**src/rtl/per_bus_initiator_pkg.sv**
```systemverilog
// Shared types for the peripheral-bus initiator: FSM state encoding and the
// latched command record that drives the bus address/data phase.
package per_bus_initiator_pkg;

    localparam int PER_ADDR_W = 32;
    localparam int PER_DATA_W = 32;
    localparam int PER_BE_W   = PER_DATA_W / 8;
    localparam int PER_ID_W   = 5;

    typedef enum logic [1:0] {
        S_IDLE = 2'd0,
        S_REQ  = 2'd1,
        S_WAIT = 2'd2,
        S_RSP  = 2'd3
    } state_e;

    // Field widths follow the package bus widths; the top defaults to the same.
    typedef struct packed {
        logic [PER_ADDR_W-1:0] addr;
        logic                  wen;
        logic [PER_BE_W-1:0]   be;
        logic [PER_DATA_W-1:0] wdata;
    } cmd_t;

endpackage

```
**src/rtl/xbar_periph_bus.sv**
```systemverilog
// Peripheral interconnect bus: request phase (req/gnt) followed by an
// in-order response phase (r_valid) tagged with r_id.
interface XBAR_PERIPH_BUS #(
    parameter int ADDR_WIDTH = 32,
    parameter int DATA_WIDTH = 32,
    parameter int ID_WIDTH   = 5
);
    logic                    req;
    logic [ADDR_WIDTH-1:0]   add;
    logic                    wen;
    logic [DATA_WIDTH-1:0]   wdata;
    logic [DATA_WIDTH/8-1:0] be;
    logic [ID_WIDTH-1:0]     id;
    logic                    gnt;
    logic                    r_valid;
    logic                    r_opc;
    logic [ID_WIDTH-1:0]     r_id;
    logic [DATA_WIDTH-1:0]   r_rdata;

    modport Master (
        output req, add, wen, wdata, be, id,
        input  gnt, r_valid, r_opc, r_id, r_rdata
    );

    modport Slave (
        input  req, add, wen, wdata, be, id,
        output gnt, r_valid, r_opc, r_id, r_rdata
    );
endinterface

```
**src/rtl/per_bus_initiator.sv**
```systemverilog
// Single-outstanding bus master: one command in, one bus transaction, one
// response out, with rolling ID tag, response checking and a watchdog timer.
module per_bus_initiator
    import per_bus_initiator_pkg::*;
#(
    parameter int ADDR_WIDTH = PER_ADDR_W,
    parameter int DATA_WIDTH = PER_DATA_W,
    parameter int ID_WIDTH   = PER_ID_W,
    parameter int TIMEOUT    = 255
) (
    input  logic                    i_clk,
    input  logic                    i_rst_n,

    input  logic                    i_cmd_valid,
    output logic                    o_cmd_ready,
    input  logic [ADDR_WIDTH-1:0]   i_cmd_addr,
    input  logic                    i_cmd_wen,
    input  logic [DATA_WIDTH/8-1:0] i_cmd_be,
    input  logic [DATA_WIDTH-1:0]   i_cmd_wdata,

    output logic                    o_rsp_valid,
    input  logic                    i_rsp_ready,
    output logic [DATA_WIDTH-1:0]   o_rsp_rdata,
    output logic                    o_rsp_err,
    output logic                    o_rsp_timeout,

    XBAR_PERIPH_BUS.Master          periph_master
);

    localparam int TW = (TIMEOUT < 2) ? 1 : $clog2(TIMEOUT + 1);

    state_e              state;
    cmd_t                cmd_q;
    logic                req_q;
    logic [ID_WIDTH-1:0] id_q;
    logic [ID_WIDTH-1:0] tag;
    logic [TW-1:0]       timer;
    logic                expired;

    // A zero TIMEOUT disables the watchdog entirely.
    assign expired = (TIMEOUT != 0) && (timer == TW'(TIMEOUT));

    assign periph_master.req   = req_q;
    assign periph_master.add   = cmd_q.addr;
    assign periph_master.wen   = cmd_q.wen;
    assign periph_master.wdata = cmd_q.wdata;
    assign periph_master.be    = cmd_q.be;
    assign periph_master.id    = id_q;

    always_ff @(posedge i_clk) begin
        if (!i_rst_n) begin
            state         <= S_IDLE;
            cmd_q         <= '0;
            req_q         <= 1'b0;
            id_q          <= '0;
            tag           <= '0;
            timer         <= '0;
            o_cmd_ready   <= 1'b1;
            o_rsp_valid   <= 1'b0;
            o_rsp_rdata   <= '0;
            o_rsp_err     <= 1'b0;
            o_rsp_timeout <= 1'b0;
        end else begin
            case (state)
                S_IDLE: begin
                    // Any r_valid seen here belongs to an abandoned transaction.
                    if (i_cmd_valid) begin
                        cmd_q.addr  <= i_cmd_addr;
                        cmd_q.wen   <= i_cmd_wen;
                        cmd_q.be    <= i_cmd_be;
                        cmd_q.wdata <= i_cmd_wdata;
                        id_q        <= tag;
                        req_q       <= 1'b1;
                        timer       <= '0;
                        o_cmd_ready <= 1'b0;
                        state       <= S_REQ;
                    end
                end

                S_REQ: begin
                    if (periph_master.gnt) begin
                        tag <= tag + 1'b1;
                    end
                    // Expiry beats a coincident grant: req is not re-raised.
                    if (expired) begin
                        req_q         <= 1'b0;
                        o_rsp_valid   <= 1'b1;
                        o_rsp_rdata   <= '0;
                        o_rsp_err     <= 1'b1;
                        o_rsp_timeout <= 1'b1;
                        state         <= S_RSP;
                    end else begin
                        timer <= timer + 1'b1;
                        if (periph_master.gnt) begin
                            req_q <= 1'b0;
                            state <= S_WAIT;
                        end
                    end
                end

                S_WAIT: begin
                    if (periph_master.r_valid) begin
                        o_rsp_valid   <= 1'b1;
                        o_rsp_rdata   <= periph_master.r_rdata;
                        o_rsp_err     <= periph_master.r_opc | (periph_master.r_id != id_q);
                        o_rsp_timeout <= 1'b0;
                        state         <= S_RSP;
                    end else if (expired) begin
                        o_rsp_valid   <= 1'b1;
                        o_rsp_rdata   <= '0;
                        o_rsp_err     <= 1'b1;
                        o_rsp_timeout <= 1'b1;
                        state         <= S_RSP;
                    end else begin
                        timer <= timer + 1'b1;
                    end
                end

                S_RSP: begin
                    if (i_rsp_ready) begin
                        o_rsp_valid   <= 1'b0;
                        o_rsp_rdata   <= '0;
                        o_rsp_err     <= 1'b0;
                        o_rsp_timeout <= 1'b0;
                        o_cmd_ready   <= 1'b1;
                        state         <= S_IDLE;
                    end
                end

                default: state <= S_IDLE;
            endcase
        end
    end

endmodule

```
**src/flat_wrapper.sv**
```systemverilog
// flat-port wrapper written by rule: the top's interface ports become plain ports
module per_bus_initiator_flat import per_bus_initiator_pkg::*;
#(
    parameter int ADDR_WIDTH = PER_ADDR_W,
    parameter int DATA_WIDTH = PER_DATA_W,
    parameter int ID_WIDTH   = PER_ID_W,
    parameter int TIMEOUT    = 255
)
  (i_clk, i_rst_n, i_cmd_valid, o_cmd_ready, i_cmd_addr, i_cmd_wen, i_cmd_be, i_cmd_wdata, o_rsp_valid, i_rsp_ready, o_rsp_rdata, o_rsp_err, o_rsp_timeout, periph_master_req, periph_master_add, periph_master_wen, periph_master_wdata, periph_master_be, periph_master_id, periph_master_gnt, periph_master_r_valid, periph_master_r_opc, periph_master_r_id, periph_master_r_rdata);
  XBAR_PERIPH_BUS #(.ADDR_WIDTH(ADDR_WIDTH), .DATA_WIDTH(DATA_WIDTH), .ID_WIDTH(ID_WIDTH)) periph_master_i ();
  input  logic i_clk;
  input  logic i_rst_n;
  input  logic i_cmd_valid;
  output logic o_cmd_ready;
  input  logic [ADDR_WIDTH-1:0] i_cmd_addr;
  input  logic i_cmd_wen;
  input  logic [DATA_WIDTH/8-1:0] i_cmd_be;
  input  logic [DATA_WIDTH-1:0] i_cmd_wdata;
  output logic o_rsp_valid;
  input  logic i_rsp_ready;
  output logic [DATA_WIDTH-1:0] o_rsp_rdata;
  output logic o_rsp_err;
  output logic o_rsp_timeout;
  output wire logic [$bits(periph_master_i.req)-1:0] periph_master_req;
  output wire logic [$bits(periph_master_i.add)-1:0] periph_master_add;
  output wire logic [$bits(periph_master_i.wen)-1:0] periph_master_wen;
  output wire logic [$bits(periph_master_i.wdata)-1:0] periph_master_wdata;
  output wire logic [$bits(periph_master_i.be)-1:0] periph_master_be;
  output wire logic [$bits(periph_master_i.id)-1:0] periph_master_id;
  input wire logic [$bits(periph_master_i.gnt)-1:0] periph_master_gnt;
  input wire logic [$bits(periph_master_i.r_valid)-1:0] periph_master_r_valid;
  input wire logic [$bits(periph_master_i.r_opc)-1:0] periph_master_r_opc;
  input wire logic [$bits(periph_master_i.r_id)-1:0] periph_master_r_id;
  input wire logic [$bits(periph_master_i.r_rdata)-1:0] periph_master_r_rdata;
  assign periph_master_req = periph_master_i.req;
  assign periph_master_add = periph_master_i.add;
  assign periph_master_wen = periph_master_i.wen;
  assign periph_master_wdata = periph_master_i.wdata;
  assign periph_master_be = periph_master_i.be;
  assign periph_master_id = periph_master_i.id;
  assign periph_master_i.gnt = periph_master_gnt;
  assign periph_master_i.r_valid = periph_master_r_valid;
  assign periph_master_i.r_opc = periph_master_r_opc;
  assign periph_master_i.r_id = periph_master_r_id;
  assign periph_master_i.r_rdata = periph_master_r_rdata;
  per_bus_initiator #(.ADDR_WIDTH(ADDR_WIDTH), .DATA_WIDTH(DATA_WIDTH), .ID_WIDTH(ID_WIDTH), .TIMEOUT(TIMEOUT)) u_core (.i_clk(i_clk), .i_rst_n(i_rst_n), .i_cmd_valid(i_cmd_valid), .o_cmd_ready(o_cmd_ready), .i_cmd_addr(i_cmd_addr), .i_cmd_wen(i_cmd_wen), .i_cmd_be(i_cmd_be), .i_cmd_wdata(i_cmd_wdata), .o_rsp_valid(o_rsp_valid), .i_rsp_ready(i_rsp_ready), .o_rsp_rdata(o_rsp_rdata), .o_rsp_err(o_rsp_err), .o_rsp_timeout(o_rsp_timeout), .periph_master(periph_master_i));
endmodule
```
**config.mk**
```make
export PLATFORM = sky130hd
export DESIGN_NAME = per_bus_initiator_flat
export DESIGN_NICKNAME = d
export VERILOG_FILES = /design/src/rtl/per_bus_initiator_pkg.sv /design/src/rtl/xbar_periph_bus.sv /design/src/rtl/per_bus_initiator.sv /design/src/flat_wrapper.sv
export SDC_FILE = /design/constraint.sdc
export NUM_CORES = 1
export LEC_CHECK = 0
export ABC_AREA = 1
export BUFFER_PORTS_ARGS = -buffer_cell sky130_fd_sc_hd__buf_2
export CAP_MARGIN = 10
export CORE_UTILIZATION = 35
export CTS_CLUSTER_DIAMETER = 50
export CTS_CLUSTER_SIZE = 20
export DETAILED_ROUTE_END_ITERATION = 6
export PLACE_DENSITY = 0.63
export SKIP_LAST_GASP = 1
export SLEW_MARGIN = 25
export SYNTH_ARGS = -nofsm -noshare
export SYNTH_HDL_FRONTEND = slang
export SYNTH_SLANG_ARGS = --single-unit
```
**constraint.sdc**
```tcl
create_clock -name i_clk -period 1.9 [get_ports i_clk]
set_input_delay 0.095 -clock i_clk [delete_from_list [all_inputs] [get_ports i_clk]]
set_output_delay 0.095 -clock i_clk [all_outputs]
set_load 0.03 [all_outputs]
```
==> PnR_summary.wiki, run 1 <==
{| class="wikitable"
! Metric !! Value
|-
| I/O pin count || 224
|-
| CP Max Fanout || 17
|-
| Global-route wire length before repair || 23100 um
|-
| Detailed placement HPWL || 8630 um
|-
| Leakage Power || 3.73 nW
|-
| Total power || 11.1 mW
|-
| Leading post-synthesis cells by cell area || sky130_fd_sc_hd__dfxtp_1, sky130_fd_sc_hd__nor2_1, sky130_fd_sc_hd__o21ai_0
|-
| Part of the Yosys area used for sequential elements || 0.509
|-
| Num Clock Sinks || 126
|-
| Routed len/inst || 12.8 um
|-
| Number of nets with antenna violations after routing || 0
|-
| Post-Syn Instances || 638
|-
| CTS tree || built
|-
| Final count of pins violating max slew || 0
|-
| GRT Resource Usage Total || 0.200
|-
| Seq cells post-synth || 126
|-
| Count of yosys warnings during synthesis || 0
|-
| Largest delay contributor family on the critical path || compound AO/OA/AOI/OAI gates
|-
| Worst stage delay on the critical path || 0.37 ns
|-
| Setup violators final || 0
|-
| Worst slew margin relative to its limit || 0.704
|-
| Dominant register cell in the synthesized netlist || sky130_fd_sc_hd__dfxtp_1
|-
| Routed vias || 5273
|-
| Capturing element type of the critical path || flop
|-
| Residual overflow from global routing || 0
|-
| Number of flops mapped to enable cells by yosys || 0
|-
| Chip width || 121 um
|-
| Power Density || 1390 nW/um^2
|-
| Instance area at placement || 6230 sq um
|-
| Arrival time of the worst setup path || 2.10 ns
|-
| Die H || 121 um
|-
| CTS HTree Levels || 4
|-
| Final wirelength || 14700 um
|-
| Dominant cell by count in the synthesized netlist || sky130_fd_sc_hd__nor2_1
|-
| Remaining DRCs || 0
|-
| Setup repair after global routing missed its margin || false
|-
| Worst clock skew || 0.0115 ns
|-
| HP Class || primary input to flop
|-
| Number of global-route vias before repair || 4915
|-
| Total of buffers placed on input and output ports || 223
|-
| Clock-pin slew on the worst setup and hold paths || 0.06 ns
|-
| Worst VDD drop || 699 uV
|-
| Cell area after technology mapping || 4960 sq um
|-
| Count of distinct cell types in the synthesized netlist || 31
|-
| Run status || finished clean
|-
| Max stage delay cell, worst path || sky130_fd_sc_hd__dfxtp_2
|-
| Total clock buffers created by CTS || 17
|-
| Standard cell core area || 13800 sq um
|-
| Uppermost layer routed || met4
|-
| Share of the cycle needed by the critical path after routing || 0.929
|-
| Top cell type's share of synthesized area || 0.509
|-
| Post-synth top area cell || sky130_fd_sc_hd__dfxtp_1
|-
| Setup crit start kind || flop
|-
| RePlAce Congestion || 0.813
|-
| WL met3 || 1050 um
|-
| Maximum number of pins on one net before global-route repair || 63
|-
| Standard-cell row count || 43
|-
| Fraction of final layout cells sized beyond drive strength 1 || 0.304
|-
| Syn_area_per_cell || 7.77 sq um
|-
| Floorplan die area || 14600 sq um
|-
| Asr flop ratio synth || 0
|-
| Minimum hold slack || 0.0588 ns
|-
| Share of the core filled with cells || 0.576
|-
| Design Area, Final || 7960 sq um
|-
| Met1 routed wirelength after detailed routing || 6310 um
|-
| Post-Syn Nets || 758
|-
| Detailed-routing iteration count for the pre-antenna-repair pass || 4
|-
| Clk_lat worst skew || 0.42 ns
|-
| Detail-routed via count per cell || 4.59
|-
| Bufs on Longest Clock Path || 2
|-
| Number of maximum-capacitance violations || 0
|-
| Maximum clock frequency || 0.567 GHz
|-
| Required @ worst endpoint || 2.23 ns
|-
| Total length of routed met2 wires || 7020 um
|-
| Minimum period implied by the final worst setup slack || 1.76 ns
|-
| Antenna Cells || 0
|-
| Nets || 1077
|-
| Crit-path cells || inv_1, ha_1, o21ai_4, inv_4, nand3_4, buf_12, nand3_1, a21oi_1
|-
| Fin. Hold Viols || 0
|-
| Kind of critical path || flop to flop
|-
| Transition time at the pin with the least slew margin || 0.442 ns
|-
| CTS Root Cell || sky130_fd_sc_hd__clkbuf_16
|-
| Area Growth Syn to Fin || 60.7%
|-
| Worst path buffer plus inverter count || 3
|-
| Most numerous cell types in the synthesized netlist || sky130_fd_sc_hd__nor2_1, sky130_fd_sc_hd__dfxtp_1, sky130_fd_sc_hd__o21ai_0
|-
| Number of DRC markers after the initial detailed-route iteration || 220
|-
| Initial standard-cell utilization of the core || 0.358
|-
| Antenna violations before repair || 0
|}
cell type report:
type | count | area [sq um]
fillers | 1201 | 5860
flip-flops and latches | 126 | 2520
repair buffers | 335 | 2270
multi-input cells | 445 | 2140
clock buffers | 18 | 429
clock inverters | 14 | 239
well taps | 180 | 225
inverters | 32 | 130
cell families (layout without fill, tap and decap cells):
family | count (synthesis) | in the layout | synth area share
AOI/OAI and AO/OA | 137 | 137 | 0.147
xor gates and xnor gates | 2 | 2 | 0.00354
adders and majority gates | 7 | 7 | 0.0177
buffers and inverters | 69 | 399 | 0.0654
DFF | 126 | 126 | 0.509
and+or+nand+nor | 297 | 299 | 0.257
placed cells by master (no fill, tap or decap), types with 6 or more instances in the layout:
| cell | netlist | layout |
|---|---|---|
| sky130_fd_sc_hd__buf_2 | 9 | 223 |
| sky130_fd_sc_hd__nor2_1 | 167 | 167 |
| sky130_fd_sc_hd__dfxtp_1 | 126 | 124 |
| sky130_fd_sc_hd__dlygate4sd3_1 | 0 | 102 |
| sky130_fd_sc_hd__o21ai_0 | 86 | 86 |
| sky130_fd_sc_hd__nand2_1 | 73 | 72 |
| sky130_fd_sc_hd__a21oi_1 | 40 | 40 |
| sky130_fd_sc_hd__nand3_1 | 32 | 32 |
| sky130_fd_sc_hd__inv_1 | 29 | 28 |
| sky130_fd_sc_hd__clkbuf_16 | 0 | 17 |
| sky130_fd_sc_hd__nand3_2 | 7 | 7 |
| sky130_fd_sc_hd__ha_1 | 7 | 7 |
| sky130_fd_sc_hd__nor2_4 | 4 | 6 |
| sky130_fd_sc_hd__bufinv_16 | 0 | 6 |
tightest hold or removal path: cells and delay by family:
family | cells | cell delay, ns
buf+inv | 2 | 0.18
compound gates | 1 | 0.08
simple gates | 1 | 0.08
stage by stage:
step,cells,setup slack (ns),TNS [ns]
6_report,1150,0.136,0
5_1_grt,1150,0.00784,0
4_1_cts,1148,-0.00161,-0.00161
3_5_place_dp,1013,-0.0765,-0.973
3_3_place_gp,1013,-0.0292,-0.117
2_1_floorplan,638,0.259,0
path summary, 6_finish.rpt:
path,startpoint,to,slack (ns),depth (start not counted)
hold reg to reg,u_core.tag[4],u_core.tag[4],0.45,1
setup / recovery,u_core.state[0],u_core.o_rsp_rdata[26],0.14,8
setup reg to reg,u_core.state[0],u_core.o_rsp_rdata[26],0.14,8
hold / removal,i_cmd_valid,u_core.periph_master.req,0.06,4
where the power goes:
| part | leakage (nW) | switching [mW] | internal [mW] |
|---|---|---|---|
| clock network | 0.317 | 1.22 | 2.46 |
| registers | 1.03 | 0.294 | 3.19 |
| logic | 2.38 | 2.62 | 1.29 |
| total | 3.73 | 4.13 | 6.94 |
per-layer routing:
metal	GRT usage	vias to the layer above
li1	-	2704
met5	0	-
met2	0.340	181
met3	0.0592	24
met1	0.236	2364
met4	0.0779	0
repair_timing:
action                                  in CTS  in global routing
hold buffers                               102                  0
endpoints found under the setup margin      32                 39
hold endpoints to repair                   102                  0
setup buffers                                0                  1
resized for setup                            2                  5
cloned                                       1                  1
pin swaps                                    1                  2
flip-flops by register name (all words and copies together) (netlist names), 2 cells and up:
name / cells
u_core.o_rsp_rdata: 32
u_core.periph_master.add: 32
u_core.periph_master.wdata: 32
u_core.timer: 8
u_core.periph_master.id: 5
u_core.tag: 5
u_core.periph_master.be: 4
u_core.state: 2
Note: power is estimated with default switching activity, not from simulation.
==> run 2: changes to the inputs <==
--- a/config.mk
+++ b/config.mk
@@ -6,13 +6,14 @@
 export NUM_CORES = 1
 export LEC_CHECK = 0
 export ABC_AREA = 1
-export BUFFER_PORTS_ARGS = -buffer_cell sky130_fd_sc_hd__buf_2
 export CAP_MARGIN = 10
 export CORE_UTILIZATION = 35
 export CTS_CLUSTER_DIAMETER = 50
 export CTS_CLUSTER_SIZE = 20
 export DETAILED_ROUTE_END_ITERATION = 6
-export PLACE_DENSITY = 0.63
+export DONT_BUFFER_PORTS = 1
+export HOLD_SLACK_MARGIN = 0.03
+export PLACE_DENSITY = 0.5
 export SKIP_LAST_GASP = 1
 export SLEW_MARGIN = 25
 export SYNTH_ARGS = -nofsm -noshare
==> PnR_summary.wiki, run 2 (synthesis results as in run 1) <==
{| class="wikitable"
! Metric !! Value
|-
| I/O pin count || 224 (unchanged)
|-
| Detailed-routing iteration count for the pre-antenna-repair pass || 5 (+1)
|-
| Power Density || 1500 nW/um^2 (+8.1%)
|-
| Total of buffers placed on input and output ports || 0 (-100%)
|-
| Routed len/inst || 14.6 um (+14%)
|-
| Nets || 856 (-21%)
|-
| Routed vias || 4558 (-14%)
|-
| Worst slew margin relative to its limit || 0.580 (-0.124)
|-
| Total power || 10.3 mW (-6.8%)
|-
| Setup violators final || 0 (unchanged)
|-
| Global-route wire length before repair || 21100 um (-9.0%)
|-
| Die H || 121 um (unchanged)
|-
| Final count of pins violating max slew || 0 (unchanged)
|-
| GRT Resource Usage Total || 0.186 (-0.0142)
|-
| Setup repair after global routing missed its margin || true
|-
| Share of the cycle needed by the critical path after routing || 0.911 (-0.0172)
|-
| Total clock buffers created by CTS || 17 (unchanged)
|-
| Transition time at the pin with the least slew margin || 0.626 ns (+0.183 ns)
|-
| Standard cell core area || 13800 sq um (unchanged)
|-
| Origin of the worst min-delay path || periph_master_r_valid
|-
| Worst VDD drop || 756 uV (+8.1%)
|-
| Setup crit start kind || flop
|-
| Commonest non-fill, non-tap cells in the layout || sky130_fd_sc_hd__nor2_1, sky130_fd_sc_hd__dfxtp_1, sky130_fd_sc_hd__dlygate4sd3_1, sky130_fd_sc_hd__o21ai_0, sky130_fd_sc_hd__nand2_1
|-
| Num Clock Sinks || 126 (unchanged)
|-
| Required @ worst endpoint || 2.20 ns (-0.03 ns)
|-
| Residual overflow from global routing || 0 (unchanged)
|-
| Number of DRC markers after the initial detailed-route iteration || 176 (-20%)
|-
| Antenna violations before repair || 0 (unchanged)
|-
| CTS tree || built
|-
| RePlAce Congestion || 0.808 (-0.59%)
|-
| CTS HTree Levels || 4 (unchanged)
|-
| Bufs on Longest Clock Path || 2 (unchanged)
|-
| Arrival time of the worst setup path || 2.03 ns (-0.07 ns)
|-
| Clock-pin slew on the worst setup and hold paths || 0.06 ns (about the same)
|-
| Standard-cell row count || 43 (unchanged)
|-
| Remaining DRCs || 0 (unchanged)
|-
| Leakage Power || 2.73 nW (-27%)
|-
| Detail-routed via count per cell || 4.91 (+7.0%)
|-
| Antenna Cells || 0 (unchanged)
|-
| Chip width || 121 um (unchanged)
|-
| CTS Root Cell || sky130_fd_sc_hd__clkbuf_16
|-
| Worst r2r src || u_core.state[0]
|-
| Area Growth Syn to Fin || 38.5%
|-
| Maximum clock frequency || 0.577 GHz (+1.9%)
|-
| Worst clock skew || 0.00784 ns (-0.00361 ns)
|-
| Final wirelength || 13500 um (-7.7%)
|-
| Most common cell after layout, fill and taps aside || sky130_fd_sc_hd__nor2_1
|-
| Capturing element type of the critical path || flop
|-
| Clk_lat worst skew || 0.41 ns (about the same)
|-
| Detailed placement HPWL || 8130 um (-5.8%)
|-
| Maximum number of pins on one net before global-route repair || 85 (+35%)
|-
| Setup total negative slack || 0 ns (unchanged)
|-
| Kind of critical path || flop to flop
|-
| Number of maximum-capacitance violations || 0 (unchanged)
|-
| Initial standard-cell utilization of the core || 0.358 (unchanged)
|-
| Fin. Hold Viols || 0 (unchanged)
|-
| HP Class || primary input to flop
|-
| Number of global-route vias before repair || 4452 (-9.4%)
|-
| Floorplan die area || 14600 sq um (unchanged)
|-
| Origin of the worst setup path || u_core.state[0]
|-
| CP Max Fanout || 5 (-12)
|-
| Fraction of final layout cells sized beyond drive strength 1 || 0.0988 (-0.205)
|-
| Number of nets with antenna violations after routing || 0 (unchanged)
|-
| Run status || finished clean
|-
| Minimum period implied by the final worst setup slack || 1.73 ns (-0.0327 ns)
|}
==> run 2: through the flow <==
step	setup WS, ns	instance area [sq um]	hold slack [ns]	util	std cells
after CTS	0.0214	6850	0.0352	0.495	929
after floorplan	0.259	4960	0.242	-	638
after detailed placement	-0.0594	5140	0.235	0.372	792
final	0.168	6860	0.0460	0.496	929
after global placement	0.0328	5140	0.237	0.372	792
after global routing	0.00155	6860	0.0638	0.496	929
==> run 2: final cells by class <==
type                    count  area [sq um]
fillers                  1265          6960
flip-flops and latches    126          2520
multi-input cells         444          2140
repair buffers            115          1220
clock buffers              19           453
well taps                 180           225
clock inverters            13           185
inverters                  32           125
==> run 2: worst max-delay path, stage by stage (launching register included) <==
cell and delay, ns:
sky130_fd_sc_hd__dfxtp_1 0.35, sky130_fd_sc_hd__inv_1 0.09, sky130_fd_sc_hd__ha_1 0.25, sky130_fd_sc_hd__nand2_2 0.17, sky130_fd_sc_hd__nand2_1 0.11, sky130_fd_sc_hd__nor2_2 0.18
sky130_fd_sc_hd__nand2_1 0.12, sky130_fd_sc_hd__nand2_1 0.14, sky130_fd_sc_hd__nand2_1 0.08, sky130_fd_sc_hd__nor2_1 0.08, sky130_fd_sc_hd__nor2_1 0.05
==> run 2: metal layers <==
metal | global-route usage | part of all wire
met2 | 0.325 | 0.48
met1 | 0.197 | 0.42
met4 | 0.0718 | 0.017
met5 | 0 | 0
met3 | 0.0799 | 0.084
==> run 2: final timing paths <==
check / depth (start not counted) / slack (ns) / to
max: 10 / 0.17 / u_core.timer[6]
min: 4 / 0.05 / u_core.o_rsp_err
max reg2reg: 10 / 0.17 / u_core.timer[6]
min reg2reg: 1 / 0.45 / u_core.tag[4]
==> run 2: timing repair <==
item | 4_1_cts | 5_1_grt
cloned | 1 | 0
endpoints found under the hold margin | 120 | 0
hold buffers | 104 | 0
resized for setup | 1 | 2
buffers inserted | 0 | 0
pin swaps | 1 | 1
endpoints found under the setup margin | 32 | 33
==> run 2: power by group <==
group          leakage, nW  switching, mW  internal, mW
Combinational         1.39           1.43         0.894
Sequential            1.03           1.34          3.19
Clock                0.310           1.19          2.27
==> run 3: changes to the inputs <==
--- a/config.mk
+++ b/config.mk
@@ -7,6 +7,8 @@
 export LEC_CHECK = 0
 export ABC_AREA = 1
 export CAP_MARGIN = 10
+export CORE_ASPECT_RATIO = 1.4
+export CORE_MARGIN = 5
 export CORE_UTILIZATION = 35
 export CTS_CLUSTER_DIAMETER = 50
 export CTS_CLUSTER_SIZE = 20
==> PnR_summary.wiki, run 3 (synthesis results as in run 1) <==
{| class="wikitable"
! Metric !! Value
|-
| Floorplan die area || 16700 sq um (+14%)
|-
| Number of DRC markers after the initial detailed-route iteration || 245 (+39%)
|-
| Number of global-route vias before repair || 4610 (+3.5%)
|-
| Instance area at placement || 5170 sq um (+0.51%)
|-
| Capturing element type of the critical path || flop
|-
| Global-route wire length before repair || 23700 um (+12%)
|-
| Residual overflow from global routing || 0 (unchanged)
|-
| Num Clock Sinks || 126 (unchanged)
|-
| Cell count after placement || 803 (+1.4%)
|-
| Die H || 151 um (+25%)
|-
| Bufs on Longest Clock Path || 2 (unchanged)
|-
| Detail-routed via count per cell || 4.92 (+0.31%)
|-
| Share of the core filled with cells || 0.499 (+0.00232)
|-
| Total of buffers placed on input and output ports || 0 (unchanged)
|-
| Most common cell after layout, fill and taps aside || sky130_fd_sc_hd__nor2_1
|-
| Final count of pins violating max slew || 0 (unchanged)
|-
| CTS Root Cell || sky130_fd_sc_hd__clkbuf_16
|-
| Final wirelength || 15100 um (+12%)
|-
| Worst slew margin relative to its limit || 0.699 (+0.119)
|-
| Minimum period implied by the final worst setup slack || 1.81 ns (+0.0779 ns)
|-
| Design Area, Final || 6940 sq um (+1.1%)
|-
| Setup repair after global routing missed its margin || false
|-
| Fraction of final layout cells sized beyond drive strength 1 || 0.108 (+0.00910)
|-
| Clock-pin slew on the worst setup and hold paths || 0.06 ns (about the same)
|-
| Fin cells || 946 (+1.8%)
|-
| Transition time at the pin with the least slew margin || 0.451 ns (-0.175 ns)
|-
| Share of the cycle needed by the critical path after routing || 0.952 (+0.0410)
|-
| Commonest non-fill, non-tap cells in the layout || sky130_fd_sc_hd__nor2_1, sky130_fd_sc_hd__dfxtp_1, sky130_fd_sc_hd__dlygate4sd3_1, sky130_fd_sc_hd__o21ai_0, sky130_fd_sc_hd__nand2_1
|-
| Detailed placement HPWL || 9710 um (+19%)
|-
| Remaining DRCs || 0 (unchanged)
|-
| Minimum hold slack || 0.0509 ns (+0.00488 ns)
|-
| Worst clock skew || 0.0103 ns (+0.00245 ns)
|-
| Kind of critical path || flop to flop
|-
| Number of nets with antenna violations after routing || 0 (unchanged)
|-
| CTS tree || built
|-
| Power Density || 1510 nW/um^2 (+0.61%)
|-
| Routed len/inst || 16.0 um (+9.8%)
|-
| Setup crit start kind || flop
|-
| GRT Resource Usage Total || 0.175 (-0.0111)
|-
| Antenna violations before repair || 1 (+1)
|-
| Number of maximum-capacitance violations || 0 (unchanged)
|-
| Chip width || 111 um (-8.6%)
|-
| Standard-cell row count || 51 (+19%)
|-
| Area Growth Syn to Fin || 40.0%
|-
| Detailed-routing iteration count for the pre-antenna-repair pass || 4 (-1)
|-
| Initial standard-cell utilization of the core || 0.356 (-0.00216)
|-
| Maximum clock frequency || 0.553 GHz (-4.3%)
|-
| Setup violators final || 0 (unchanged)
|-
| Arrival time of the worst setup path || 2.11 ns (+0.08 ns)
|-
| Worst VDD drop || 873 uV (+15%)
|-
| Total clock buffers created by CTS || 17 (unchanged)
|-
| Required @ worst endpoint || 2.20 ns (about the same)
|-
| Fin. Hold Viols || 0 (unchanged)
|-
| CTS HTree Levels || 4 (unchanged)
|-
| Run status || finished clean
|-
| Maximum number of pins on one net before global-route repair || 53 (-38%)
|-
| RePlAce Congestion || 0.824 (+2.0%)
|-
| Standard cell core area || 13900 sq um (+0.61%)
|-
| Routed vias || 4656 (+2.2%)
|-
| Nets || 868 (+1.4%)
|-
| CP Max Fanout || 26 (+21)
|-
| HP Class || primary input to flop
|-
| I/O pin count || 224 (unchanged)
|-
| Leakage Power || 2.75 nW (+0.75%)
|-
| Clk_lat worst skew || 0.41 ns (about the same)
|}
## run 3: worst max-delay path, stage by stage (launching register included)
cell                            delay (ns)
sky130_fd_sc_hd__dfxtp_2              0.34
sky130_fd_sc_hd__inv_1                0.14
sky130_fd_sc_hd__ha_4                 0.17
sky130_fd_sc_hd__nand2_4              0.08
sky130_fd_sc_hd__clkbuf_16            0.19
sky130_fd_sc_hd__o21ai_0              0.16
sky130_fd_sc_hd__dlygate4sd3_1        0.58
sky130_fd_sc_hd__nor2_1               0.04
## run 3: worst paths after layout
kind	start	to	slack (ns)	cells after the start
hold reg to reg	u_core.tag[4]	u_core.tag[4]	0.46	1
hold / removal	i_rsp_ready	u_core.o_cmd_ready	0.05	5
setup / recovery	u_core.state[1]	u_core.periph_master.add[18]	0.09	7
setup reg to reg	u_core.state[1]	u_core.periph_master.add[18]	0.09	7
## run 3: what timing repair did
item                                    CTS  global route
endpoints found under the hold margin   124             0
resized for setup                         1            14
setup buffers                             0             1
pin swaps                                 2             1
gates cloned                              1             1
hold buffers                            108             0
endpoints found under the setup margin   26            74
## run 3: layer usage
metal / part of all wire / GRT usage / wire [um]
met1: 0.37 / 0.181 / 5580
met2: 0.51 / 0.314 / 7750
met3: 0.11 / 0.0839 / 1620
met4: 0.012 / 0.0555 / 186
met5: 0 / 0 / 0
## run 3: final cells by class
class | count | area (sq um)
multi-input cells | 444 | 2150
well taps | 185 | 231
fillers | 1352 | 6970
clock inverters | 12 | 161
diodes | 1 | 2.50
repair buffers | 127 | 1300
flip-flops and latches | 126 | 2520
inverters | 32 | 125
clock buffers | 19 | 443
## run 3: metrics by stage
| stage | setup slack [ns] | total power [mW] | setup TNS [ns] |
|---|---|---|---|
| floorplan | 0.259 | 6.10 | 0 |
| global placement | 0.0408 | 6.65 | 0 |
| detailed placement | -0.0627 | 6.72 | -0.577 |
| CTS | -0.0188 | 10.4 | -0.0606 |
| global route | 0.0171 | 11.1 | 0 |
| finish | 0.0904 | 10.5 | 0 |
## run 3: power breakdown
group | internal (mW) | switching [mW]
registers | 3.19 | 1.33
logic | 1.12 | 1.54
clock network | 2.11 | 1.20
total | 6.42 | 4.07
